`src/rtl/sub_div_ctrl.sv`:
```
// rtl/sub_div_ctrl.sv - multi-cycle unsigned restoring divider around a16bitsub
//
// Purpose: unsigned N/N divide unit with a start/done handshake. One trial
// subtraction per cycle through a single 16-bit ripple subtractor, N cycles
// per operation, then a one-cycle DONE state that presents the results.
//
// Ports (sub_div_ctrl):
//   clk        in   clock, all state updates on the rising edge
//   rst        in   synchronous active-high reset
//   start      in   request, sampled only while idle
//   dividend   in   N  unsigned dividend, captured on accepted start
//   divisor    in   N  unsigned divisor, captured on accepted start
//   busy       out  high while iterating
//   done       out  one-cycle pulse, results valid from this cycle on
//   quotient   out  N  registered quotient, held until the next done
//   remainder  out  N  registered remainder, held until the next done
//   dbz        out  registered divide-by-zero flag
//
// Optional feature macro: SUBDIV_DBZ_EN
//   defined   : divisor==0 short-circuits to DONE in one cycle and sets dbz
//   undefined : divisor==0 runs the normal sequence, dbz tied to 0

module a16bitsub (
    input  logic [15:0] a_i,
    input  logic [15:0] b_i,
    input  logic        bin_i,
    output logic [15:0] diff_o,
    output logic        bout_o
);
    // Borrow chain: bw[i] is the borrow into bit i.
    logic [16:0] bw;

    assign bw[0] = bin_i;

    genvar i;
    generate
        for (i = 0; i < 16; i++) begin : g_fs
            assign diff_o[i] = a_i[i] ^ b_i[i] ^ bw[i];
            assign bw[i+1]   = (~a_i[i] & b_i[i]) | (~(a_i[i] ^ b_i[i]) & bw[i]);
        end
    endgenerate

    assign bout_o = bw[16];
endmodule

module sub_div_ctrl #(
    parameter int N = 16
) (
    input  logic         clk,
    input  logic         rst,
    input  logic         start,
    input  logic [N-1:0] dividend,
    input  logic [N-1:0] divisor,
    output logic         busy,
    output logic         done,
    output logic [N-1:0] quotient,
    output logic [N-1:0] remainder,
    output logic         dbz
);
    localparam int CW = $clog2(N);

    typedef enum logic [1:0] {
        S_IDLE = 2'd0,
        S_CALC = 2'd1,
        S_DONE = 2'd2
    } state_t;

    state_t        state_q;
    logic [N-1:0]  q_q;       // dividend shifting out / quotient shifting in
    logic [N-1:0]  d_q;       // captured divisor
    logic [N:0]    r_q;       // partial remainder, one guard bit
    logic [CW-1:0] cnt_q;
    logic          busy_q;
    logic          done_q;
    logic [N-1:0]  quot_q;
    logic [N-1:0]  rem_q;

    // Per-iteration datapath
    logic [N:0]    rs_d;
    logic [N-1:0]  sub_d;
    logic          bo_d;
    logic          take_d;
    logic [N:0]    r_d;
    logic [N-1:0]  q_d;

    a16bitsub u_sub (
        .a_i    (rs_d[N-1:0]),
        .b_i    (d_q),
        .bin_i  (1'b0),
        .diff_o (sub_d),
        .bout_o (bo_d)
    );

    always_comb begin
        rs_d   = {r_q[N-1:0], q_q[N-1]};
        // A set guard bit means the shifted remainder exceeds any N-bit divisor.
        take_d = rs_d[N] | ~bo_d;
        r_d    = take_d ? {1'b0, sub_d} : rs_d;
        q_d    = {q_q[N-2:0], take_d};
    end

`ifdef SUBDIV_DBZ_EN
    logic dbz_q;
`endif

    always_ff @(posedge clk) begin
        if (rst) begin
            state_q <= S_IDLE;
            q_q     <= '0;
            d_q     <= '0;
            r_q     <= '0;
            cnt_q   <= '0;
            busy_q  <= 1'b0;
            done_q  <= 1'b0;
            quot_q  <= '0;
            rem_q   <= '0;
`ifdef SUBDIV_DBZ_EN
            dbz_q   <= 1'b0;
`endif
        end else begin
            done_q <= 1'b0;
            case (state_q)
                S_IDLE: begin
                    if (start) begin
                        q_q   <= dividend;
                        d_q   <= divisor;
                        r_q   <= '0;
                        cnt_q <= CW'(N - 1);
`ifdef SUBDIV_DBZ_EN
                        if (divisor == '0) begin
                            state_q <= S_DONE;
                            done_q  <= 1'b1;
                            quot_q  <= '1;
                            rem_q   <= dividend;
                            dbz_q   <= 1'b1;
                        end else begin
                            state_q <= S_CALC;
                            busy_q  <= 1'b1;
                        end
`else
                        state_q <= S_CALC;
                        busy_q  <= 1'b1;
`endif
                    end
                end
                S_CALC: begin
                    r_q <= r_d;
                    q_q <= q_d;
                    if (cnt_q == '0) begin
                        // Results are published on the edge that enters DONE.
                        state_q <= S_DONE;
                        busy_q  <= 1'b0;
                        done_q  <= 1'b1;
                        quot_q  <= q_d;
                        rem_q   <= r_d[N-1:0];
`ifdef SUBDIV_DBZ_EN
                        dbz_q   <= 1'b0;
`endif
                    end else begin
                        cnt_q <= cnt_q - 1'b1;
                    end
                end
                S_DONE: begin
                    state_q <= S_IDLE;
                end
                default: begin
                    state_q <= S_IDLE;
                    busy_q  <= 1'b0;
                end
            endcase
        end
    end

    assign busy      = busy_q;
    assign done      = done_q;
    assign quotient  = quot_q;
    assign remainder = rem_q;
`ifdef SUBDIV_DBZ_EN
    assign dbz       = dbz_q;
`else
    assign dbz       = 1'b0;
`endif

endmodule
```
`config.mk`:
```
export PLATFORM = sky130hd
export DESIGN_NAME = sub_div_ctrl
export DESIGN_NICKNAME = d
export VERILOG_FILES = /design/src/rtl/sub_div_ctrl.sv
export SDC_FILE = /design/constraint.sdc
export NUM_CORES = 1
export LEC_CHECK = 0
export BUFFER_PORTS_ARGS = -buffer_cell sky130_fd_sc_hd__clkbuf_2
export CELL_PAD_IN_SITES_DETAIL_PLACEMENT = 2
export CELL_PAD_IN_SITES_GLOBAL_PLACEMENT = 2
export CORE_AREA = 5 5 85 166
export DETAILED_ROUTE_END_ITERATION = 16
export DIE_AREA = 0 0 90 171
export GPL_ROUTABILITY_DRIVEN = 0
export GPL_TIMING_DRIVEN = 0
export PLACE_DENSITY_LB_ADDON = 0.1
export SLEW_MARGIN = 20
export SYNTH_ARGS = -nofsm -noshare
export SYNTH_HDL_FRONTEND = slang
export SYNTH_HIERARCHICAL = 1
export SYNTH_SLANG_ARGS = --single-unit
```
`constraint.sdc`:
```
create_clock -name clk -period 7.66 [get_ports clk]
set_clock_uncertainty 0.15 [all_clocks]
set_input_delay 1.532 -clock clk [delete_from_list [all_inputs] [get_ports clk]]
set_output_delay 1.532 -clock clk [all_outputs]
set_load 0.1 [all_outputs]
```
# Word-level counts from Yosys, hierarchy flattened
# Cells that the tools add are included.
# totals
regBits,88
input_bits,35
output_inout_bits,35
wordCells,152
# op_classes
add_sub_neg,1
n_eq_ne,5
muxes,15
n_bitwise,112
reduce_logical,10
# op_table
cell,count
16-bit case mux with 2 select lines,2
16-bit 2-to-1 mux,3
1-bit inverter,34
1-bit bitwise AND,31
1-bit XOR,31
1-bit bitwise OR,16
4-bit 2-to-1 mux,2
4-bit case mux with 2 select lines,1
2-bit AND reduction,4
2-bit inequality test (second input constant),3
3-bit AND reduction,2
4-bit logical NOT,1
2-bit 2-to-1 mux,2
2-bit case mux with 2 select lines,1
4-bit by 1-bit subtractor with 4-bit output (second input constant),1
1-bit 2-to-1 mux,3
1-bit case mux with 3 select lines,1
2-bit by 1-bit == test with 1-bit output (second input constant),1
2-bit == test (second input constant),1
2-bit logical NOT,1
2-bit nonzero test,1
2-bit OR reduction,1

# Longest topological paths before layout
# Gate-level depths: netlist of run 1.
# depth
word_depth,36
mapped_depth,26
mapped_depth_nobuf,24

# Cells and area by module
# Netlist of run 1, hierarchy kept.
# modules_own_cells
module,instances,cells_per_inst,area_each_um2,seq_area_each_um2
sub_div_ctrl,1,363,3268.1,1761.7
a16bitsub,1,50,447.9,0.0

# Worst setup path after synthesis of run 1
# No wires, ideal clock.
# synth_path
kind,reg-to-reg
startpoint,register q_q[15]
endpoint,register r_q[7]
setup_time_ns,0.128
t_arrival_ns,7.073
required_time_ns,7.382
setup_slack_ns,0.309
stages_incl_launch_ff,26
n_path_buf,2
period_less_slack_ns,7.351
cell_sequence,dfxtp_1 fa_1 inv_1 fa_1 fa_1 fa_1 fa_1 fa_1 fa_1 fa_1 fa_1 fa_1 fa_1 fa_1 fa_1 fa_1 fa_1 inv_1 fa_1 inv_1 nand2b_1 buf_2 buf_2 mux2i_1 a2bb2oi_1 nor2_1
# synth_between
elab_chain_len,36
word_cells_on_any_way,37
cone_classes,mux: 2; bitwise: 35
# synth_rtl
item,line,text
start: declaration,69,logic [N-1:0] q_q;
start signal: assignment,125,q_q <= dividend;
start signal: assignment,148,q_q <= q_d;
1-bit inverter,39,assign bw[i+1] = (~a_i[i] & b_i[i]) | (~(a_i[i] ^ b_i[i]) & bw[i]);
1-bit bitwise AND (2 in a row),39,
1-bit bitwise OR,39,
1-bit bitwise AND,39,
1-bit bitwise OR,39,
1-bit bitwise AND,39,
1-bit bitwise OR,39,
1-bit bitwise AND,39,
[... 20 more ...],n/a,
1-bit bitwise OR,39,
1-bit bitwise AND,39,
1-bit bitwise OR,39,
via bo_d,81,logic bo_d;
1-bit inverter,97,take_d = rs_d[N] | ~bo_d;
1-bit bitwise OR,97,
16-bit 2-to-1 mux,98,"r_d = take_d ? {1'b0, sub_d} : rs_d;"
16-bit case mux with 2 select lines,122,case (state_q)
end signal: assignment,147,r_q <= r_d;
end: declaration,71,logic [N:0] r_q;
# The timed path passes the listed nets, and every way through them passes these cells.
# A chain may end at the register's enable or synchronous reset.

# Worst setup path after layout of run 1
# layout_path
startpoint,register q_q[15]
endpoint,register r_q[11]
# The elaborated chain is that of the path after synthesis.

==> flow_summary.toml, run 1 <==
[setup_path]
crit_buf_inv = 5
worstSetupStartpoint = "q_q[15]$_SDFFE_PP0P_"
worst_ep_arrival_time_ns = 7.49
rr_worst_depth = 25
slowest_stage = "fa_1"
path_delay_family = "adder cells"
critPathMaxFanout = 5
cp-end-kind = "flip-flop"
path_common_cell = "fa_1"
cp.depth = 25
critical_path.max_stage_delay_ns = 0.40
worstReg2RegEnd = "r_q[11]$_SDFFE_PP0P_"
worstSetupPathType = "flip-flop to flip-flop"
cp.required_ns = 7.72
start_kind = "flip-flop"
endpoint = "r_q[11]$_SDFFE_PP0P_"
rrSetupSlack_ns = 0.23
r2r_start = "q_q[15]$_SDFFE_PP0P_"

[yosys]
synth_edf_count = 0
syn_area_per_cell_um2 = 8.998
synth_cell_types = 33
syn_area_um2 = 3716
synth_common_cells = "88 x dfxtp_1, 81 x nand2_1, 39 x nor2_1, 38 x inv_1"
synth_area_leader_cell = "dfxtp_1"
synth.most_common_cell = "dfxtp_1"
ys_seq_elements = 88
synth_cells = 413
synth.yosys.seq_area_share_pct = 47.41
synth_warnings = 6
async_flop_share_pct = 0
synth_top_area_share_pct = 47.41
synth_top_flop_cell = "dfxtp_1"
netlist_top_cells_area = "dfxtp_1 47%, fa_1 8.6%, nand2_1 8.2%, mux2i_1 4.3%, nor2_1 3.9%"

[routing]
drc = 0
drt_wl_total_mm = 11.45
detail-route-antenna-nets = 0
vias = 3153
drt_iter0_drc = 81
wl_per_cell_um = 17.50
vias_per_cell = 4.821
drt_first_pass_iters = 6

[global_routing]
antenna_found_initial = 0
track_usage_pct = 15.10
overflow = 0
grt_max_degree = 18
grt_pass1_vias = 3465
grt_pass1_wl_mm = 18.45

[place]
port_buffers = 68
place_hpwl_mm = 8.173
pre_cts_ws_ns = -0.4645

[floorplan]
io_pins = 70
die_area_um2 = 15390
num_rows = 59
die_y_um = 171
start_util_pct = 29.10
fp.dieW_um = 90
core_um2 = 12770

[sta]
final.min_clock_period_ns = 7.429
setup_viol_count_final = 0
tns_ns = 0
slew_viol_final = 0
relSlewSlack_pct = 51.39
fin_crit_sh_pct = 96.98
worst_slack_ns = 0.2310
worst_pin_slew_ns = 0.7291
clock.fmax_mhz = 134.6
hold_violations = 0

[clock_network]
cts_made_buffers = 9
cts_root_buffer = "clkbuf_16"
clock_sink_count = 88
clk_pin_slew_ns = 0.07
clkLatencyLatePin_ns = 0.34
htree_num_levels = 3
cts_tree = "done"
clk_path_buf_depth = 2

[worst_hold_path]
min_path_type = "flip-flop to flip-flop"

[pwr]
ir_worst_vdd_mv = 0.1652
p_leak_nw = 1.957
clockPowerShare_pct = 28.6
seqPwrFrac_pct = 34.6
p_comb_share_pct = 36.8
intPower_w = 0.0009860
p_sw_w = 0.0005284
swShare_pct = 34.89
powerDensity_nw_per_um2 = 311.9

[layout]
antenna_cells = 0
area_growth_pct = 30.64
final_util_pct = 38.01
drive_gt1_share_pct = 26.49
nets = 549

[job]
drv_cap = 0

[run_status]
status = "finished, final reports clean"
[sequential cells by signal, indices dropped and copies added (netlist names)]
register,count
remainder,16
q_q,16
cnt_q,4
quotient,16
r_q,16
done,1
state_q,2
d_q,16
busy,1
[routing by layer]
layer / vias up / track usage, % / routed length (um)
met5: - / 0 / 0
met4: 0 / 4.925 / 150
met3: 8 / 2.552 / 296
met2: 46 / 26.12 / 5941
met1: 1565 / 19.06 / 5057
li1: 1534 / - / -
[cell type report]
cell class,count,area (um^2)
buffer,29,158.9
clock buffer,9,225.2
clock inverter,7,61.31
fill,1460,7916
inverter,39,146.4
multi-input combinational,258,1906
sequential,88,1763
tap,152,190.2
timing repair buffer,72,404.1
[logic make-up after synthesis]
group                    Yosys count  synth area share, %
buffers and inverters             68                7.643
multiplexers                      16                4.310
flip-flops                        88                47.41
AO/OA/AOI/OAI                     89                16.94
other                              1               0.1009
AND/OR/NAND/NOR                  134                14.65
adder cells (fa/ha/maj)           17                8.956
[through the flow]
stage | power, W | instances | cell area (um^2) | hold WS (ns)
2_1_floorplan | 0.0008100 | 414 | 3720 | 0.2863
3_3_place_gp | 0.0009058 | 634 | 4250 | 0.2866
3_5_place_dp | 0.0009133 | 634 | 4250 | 0.3036
4_1_cts | 0.001409 | 652 | 4617 | 0.3183
5_1_grt | 0.001604 | 654 | 4855 | 0.3427
6_report | 0.001514 | 654 | 4855 | 0.3103
[power by group through the flow]
stage | clock, W | sequential, W | combinational [W]
global route | 0.000467 | 0.000530 | 0.000608
floorplan | 0 | 0.000573 | 0.000237
detailed placement | 0 | 0.000530 | 0.000383
global placement | 0 | 0.000529 | 0.000377
CTS | 0.000450 | 0.000520 | 0.000439
finish | 0.000433 | 0.000524 | 0.000557
[what timing repair did]
item / 4_1_cts / 5_1_grt
endpoints found under the setup margin: 26 / 33
hold buffers: 0 / 0
gates cloned: 0 / 1
buffers inserted: 2 / 1
gates resized for setup: 14 / 36
endpoints found under the hold margin: 0 / 0
[worst register-to-register path: stages, from the launching register on]
cell,delay (ns)
dfxtp_2,0.38
fa_1,0.18
inv_1,0.05
fa_1,0.39
fa_2,0.36
fa_2,0.36
fa_2,0.35
fa_1,0.39
fa_1,0.39
fa_1,0.39
fa_1,0.40
fa_1,0.40
fa_2,0.35
fa_1,0.40
fa_2,0.36
fa_1,0.39
fa_1,0.38
inv_1,0.09
fa_1,0.17
inv_1,0.05
nand2b_1,0.09
buf_6,0.14
clkbuf_16,0.17
mux2i_2,0.26
a2bb2oi_2,0.17
nor2_1,0.06
[worst min path at each step]
stage                                           from                          to  slack (ns)  cells after the start
after floorplan                  d_q[0]$_SDFFE_PP0P_         d_q[0]$_SDFFE_PP0P_        0.29                      2
after global placement     remainder[5]$_SDFFE_PP0P_   remainder[5]$_SDFFE_PP0P_        0.29                      2
after detailed placement   remainder[5]$_SDFFE_PP0P_   remainder[5]$_SDFFE_PP0P_        0.30                      2
after CTS                       d_q[15]$_SDFFE_PP0P_        d_q[15]$_SDFFE_PP0P_        0.32                      2
after global routing             d_q[0]$_SDFFE_PP0P_         d_q[0]$_SDFFE_PP0P_        0.34                      2
final                     remainder[10]$_SDFFE_PP0P_  remainder[10]$_SDFFE_PP0P_        0.31                      2
[layout by cell type, fill, tap and decap left out, types with 3 or more instances in the layout]
cell and count:
nand2_1 81, o21ai_0 19, dfxtp_1 87, clkbuf_2 69, inv_6 3, or3_1 4, a2bb2oi_1 6, a2bb2oi_2 10
a22o_1 16, clkbuf_1 17, a21oi_1 19, clkbuf_16 10, inv_1 38, fa_2 5, mux2i_2 5, buf_6 4
buf_2 5, mux2i_4 11, a311oi_1 15, nor2_1 39, fa_1 11
Note: power is estimated with default switching activity, not from simulation.
==> run 2: changes to the inputs <==
ABC_CLOCK_PERIOD_IN_PS = 7660   (was not set)
CELL_PAD_IN_SITES_DETAIL_PLACEMENT = 1   (was 2)
CELL_PAD_IN_SITES_GLOBAL_PLACEMENT = 1   (was 2)
CORE_AREA = 5 5 77 150   (was 5 5 85 166)
DIE_AREA = 0 0 82 155   (was 0 0 90 171)
==> flow_summary.toml, run 2 (synthesis results as in run 1) <==
[floorplan]
fp.dieW_um = 82
core_um2 = 10340
io_pins = 70
die_y_um = 155
num_rows = 53
start_util_pct = 35.92
die_area_um2 = 12710

[sta]
hold_violations = 0
fin_crit_sh_pct = 96.97
final.min_clock_period_ns = 7.428
setup_viol_count_final = 0
clock.fmax_mhz = 134.6
worst_pin_slew_ns = 0.6240
slew_viol_final = 0
relSlewSlack_pct = 58.40
timing.hold.ws_ns = 0.3008

[layout]
antenna_cells = 0
final_util_pct = 45.90
most-common-layout-cells = "87 x dfxtp_1, 81 x nand2_1, 69 x clkbuf_2"
drive_gt1_share_pct = 24.85
nets = 550
area_growth_pct = 27.78
layout_commonest_cell = "dfxtp_1"

[pwr]
total_power_w = 0.001440
ir_worst_vdd_mv = 0.1305
powerDensity_nw_per_um2 = 303.3
p_leak_nw = 1.949

[run_status]
status = "finished, final reports clean"

[clock_network]
cts_made_buffers = 9
htree_num_levels = 3
clk_path_buf_depth = 2
cts_tree = "done"
cts_root_buffer = "clkbuf_16"
ctsHoldBuffers = 0
clkLatencyLatePin_ns = 0.33
clk_pin_slew_ns = 0.07
clock_sink_count = 88

[routing]
routed.top_layer = "met4"
drt_first_pass_iters = 4
wl_met1_mm = 4.450
dr_wl_met2_mm = 5.056
wl_per_cell_um = 15.54
met3WireLength_um = 322
drc = 0
drt_iter0_drc = 109
vias_per_cell = 4.780
detail-route-antenna-nets = 0
vias = 3059
drt_wl_total_mm = 9.944

[global_routing]
grt_pass1_wl_mm = 15.86
grt_max_degree = 16
antenna_found_initial = 0
grt_pass1_vias = 3182
overflow = 0
track_usage_pct = 16.28

[place]
port_buffers = 68
place_hpwl_mm = 7.111

[setup_path]
start_kind = "flip-flop"
critPathMaxFanout = 8
slowest_stage = "fa_1"
path_common_cell = "fa_1"
cp.required_ns = 7.71
cp-end-kind = "flip-flop"
critical_path.max_stage_delay_ns = 0.41
worst_ep_arrival_time_ns = 7.48
worstSetupPathType = "flip-flop to flip-flop"

[worst_hold_path]
min_path_type = "flip-flop to flip-flop"

[job]
drv_cap = 0
run 2: critical path, delay by kind of cell (launching register included):
kind	cells	cell delay, ns
AO/OA/AOI/OAI	1	0.18
adder cells (fa/ha/maj)	16	5.66
buffers and inverters	6	0.57
flip-flops	1	0.32
multiplexers	1	0.25
AND/OR/NAND/NOR	2	0.15
run 2: area by class of cell:
cell class	instances	area [um^2]
sequential	88	1765
buffer	29	158.9
tap	137	171.4
clock buffer	10	239.0
fill	1269	5597
inverter	39	146.4
timing repair buffer	73	395.4
clock inverter	6	43.79
multi-input combinational	258	1828
run 2: metal layers:
layer | vias to the layer above | global-route usage, %
met2 | 51 | 27.06
met1 | 1465 | 20.88
met5 | - | 0
met4 | 0 | 5.784
li1 | 1537 | -
met3 | 6 | 2.665
run 2: worst paths after layout:
kind | from | endpoint | slack [ns] | depth (start not counted)
worst max-delay path | d_q[0]$_SDFFE_PP0P_ | r_q[9]$_SDFFE_PP0P_ | 0.23 | 26
worst min-delay path | remainder[1]$_SDFFE_PP0P_ | remainder[1]$_SDFFE_PP0P_ | 0.30 | 2
worst max register to register | d_q[0]$_SDFFE_PP0P_ | r_q[9]$_SDFFE_PP0P_ | 0.23 | 26
worst min register to register | remainder[1]$_SDFFE_PP0P_ | remainder[1]$_SDFFE_PP0P_ | 0.30 | 2
run 2: report_power, final:
part	switching, W	total, W	internal [W]
logic	0.000266	0.000501	0.000235
registers	0.0000290	0.000522	0.000493
clock network	0.000188	0.000418	0.000230
total	0.000482	0.00144	0.000958
run 2: repair_timing:
action                     4_1_cts  5_1_grt
setup endpoints to repair       19       31
buffers inserted                 4        0
gates cloned                     0        1
gates resized for setup         11       26
run 2: stage by stage:
stage	worst slack, ns	instance area, um^2	setup TNS (ns)	std cells
finish	0.2320	4748	0	640
CTS	0.04123	4587	0	639
detailed placement	-0.3317	4232	-3.644	619
global route	-0.04896	4748	-0.06824	640
floorplan	0.3093	3720	0	414
global placement	-0.3400	4232	-4.065	619
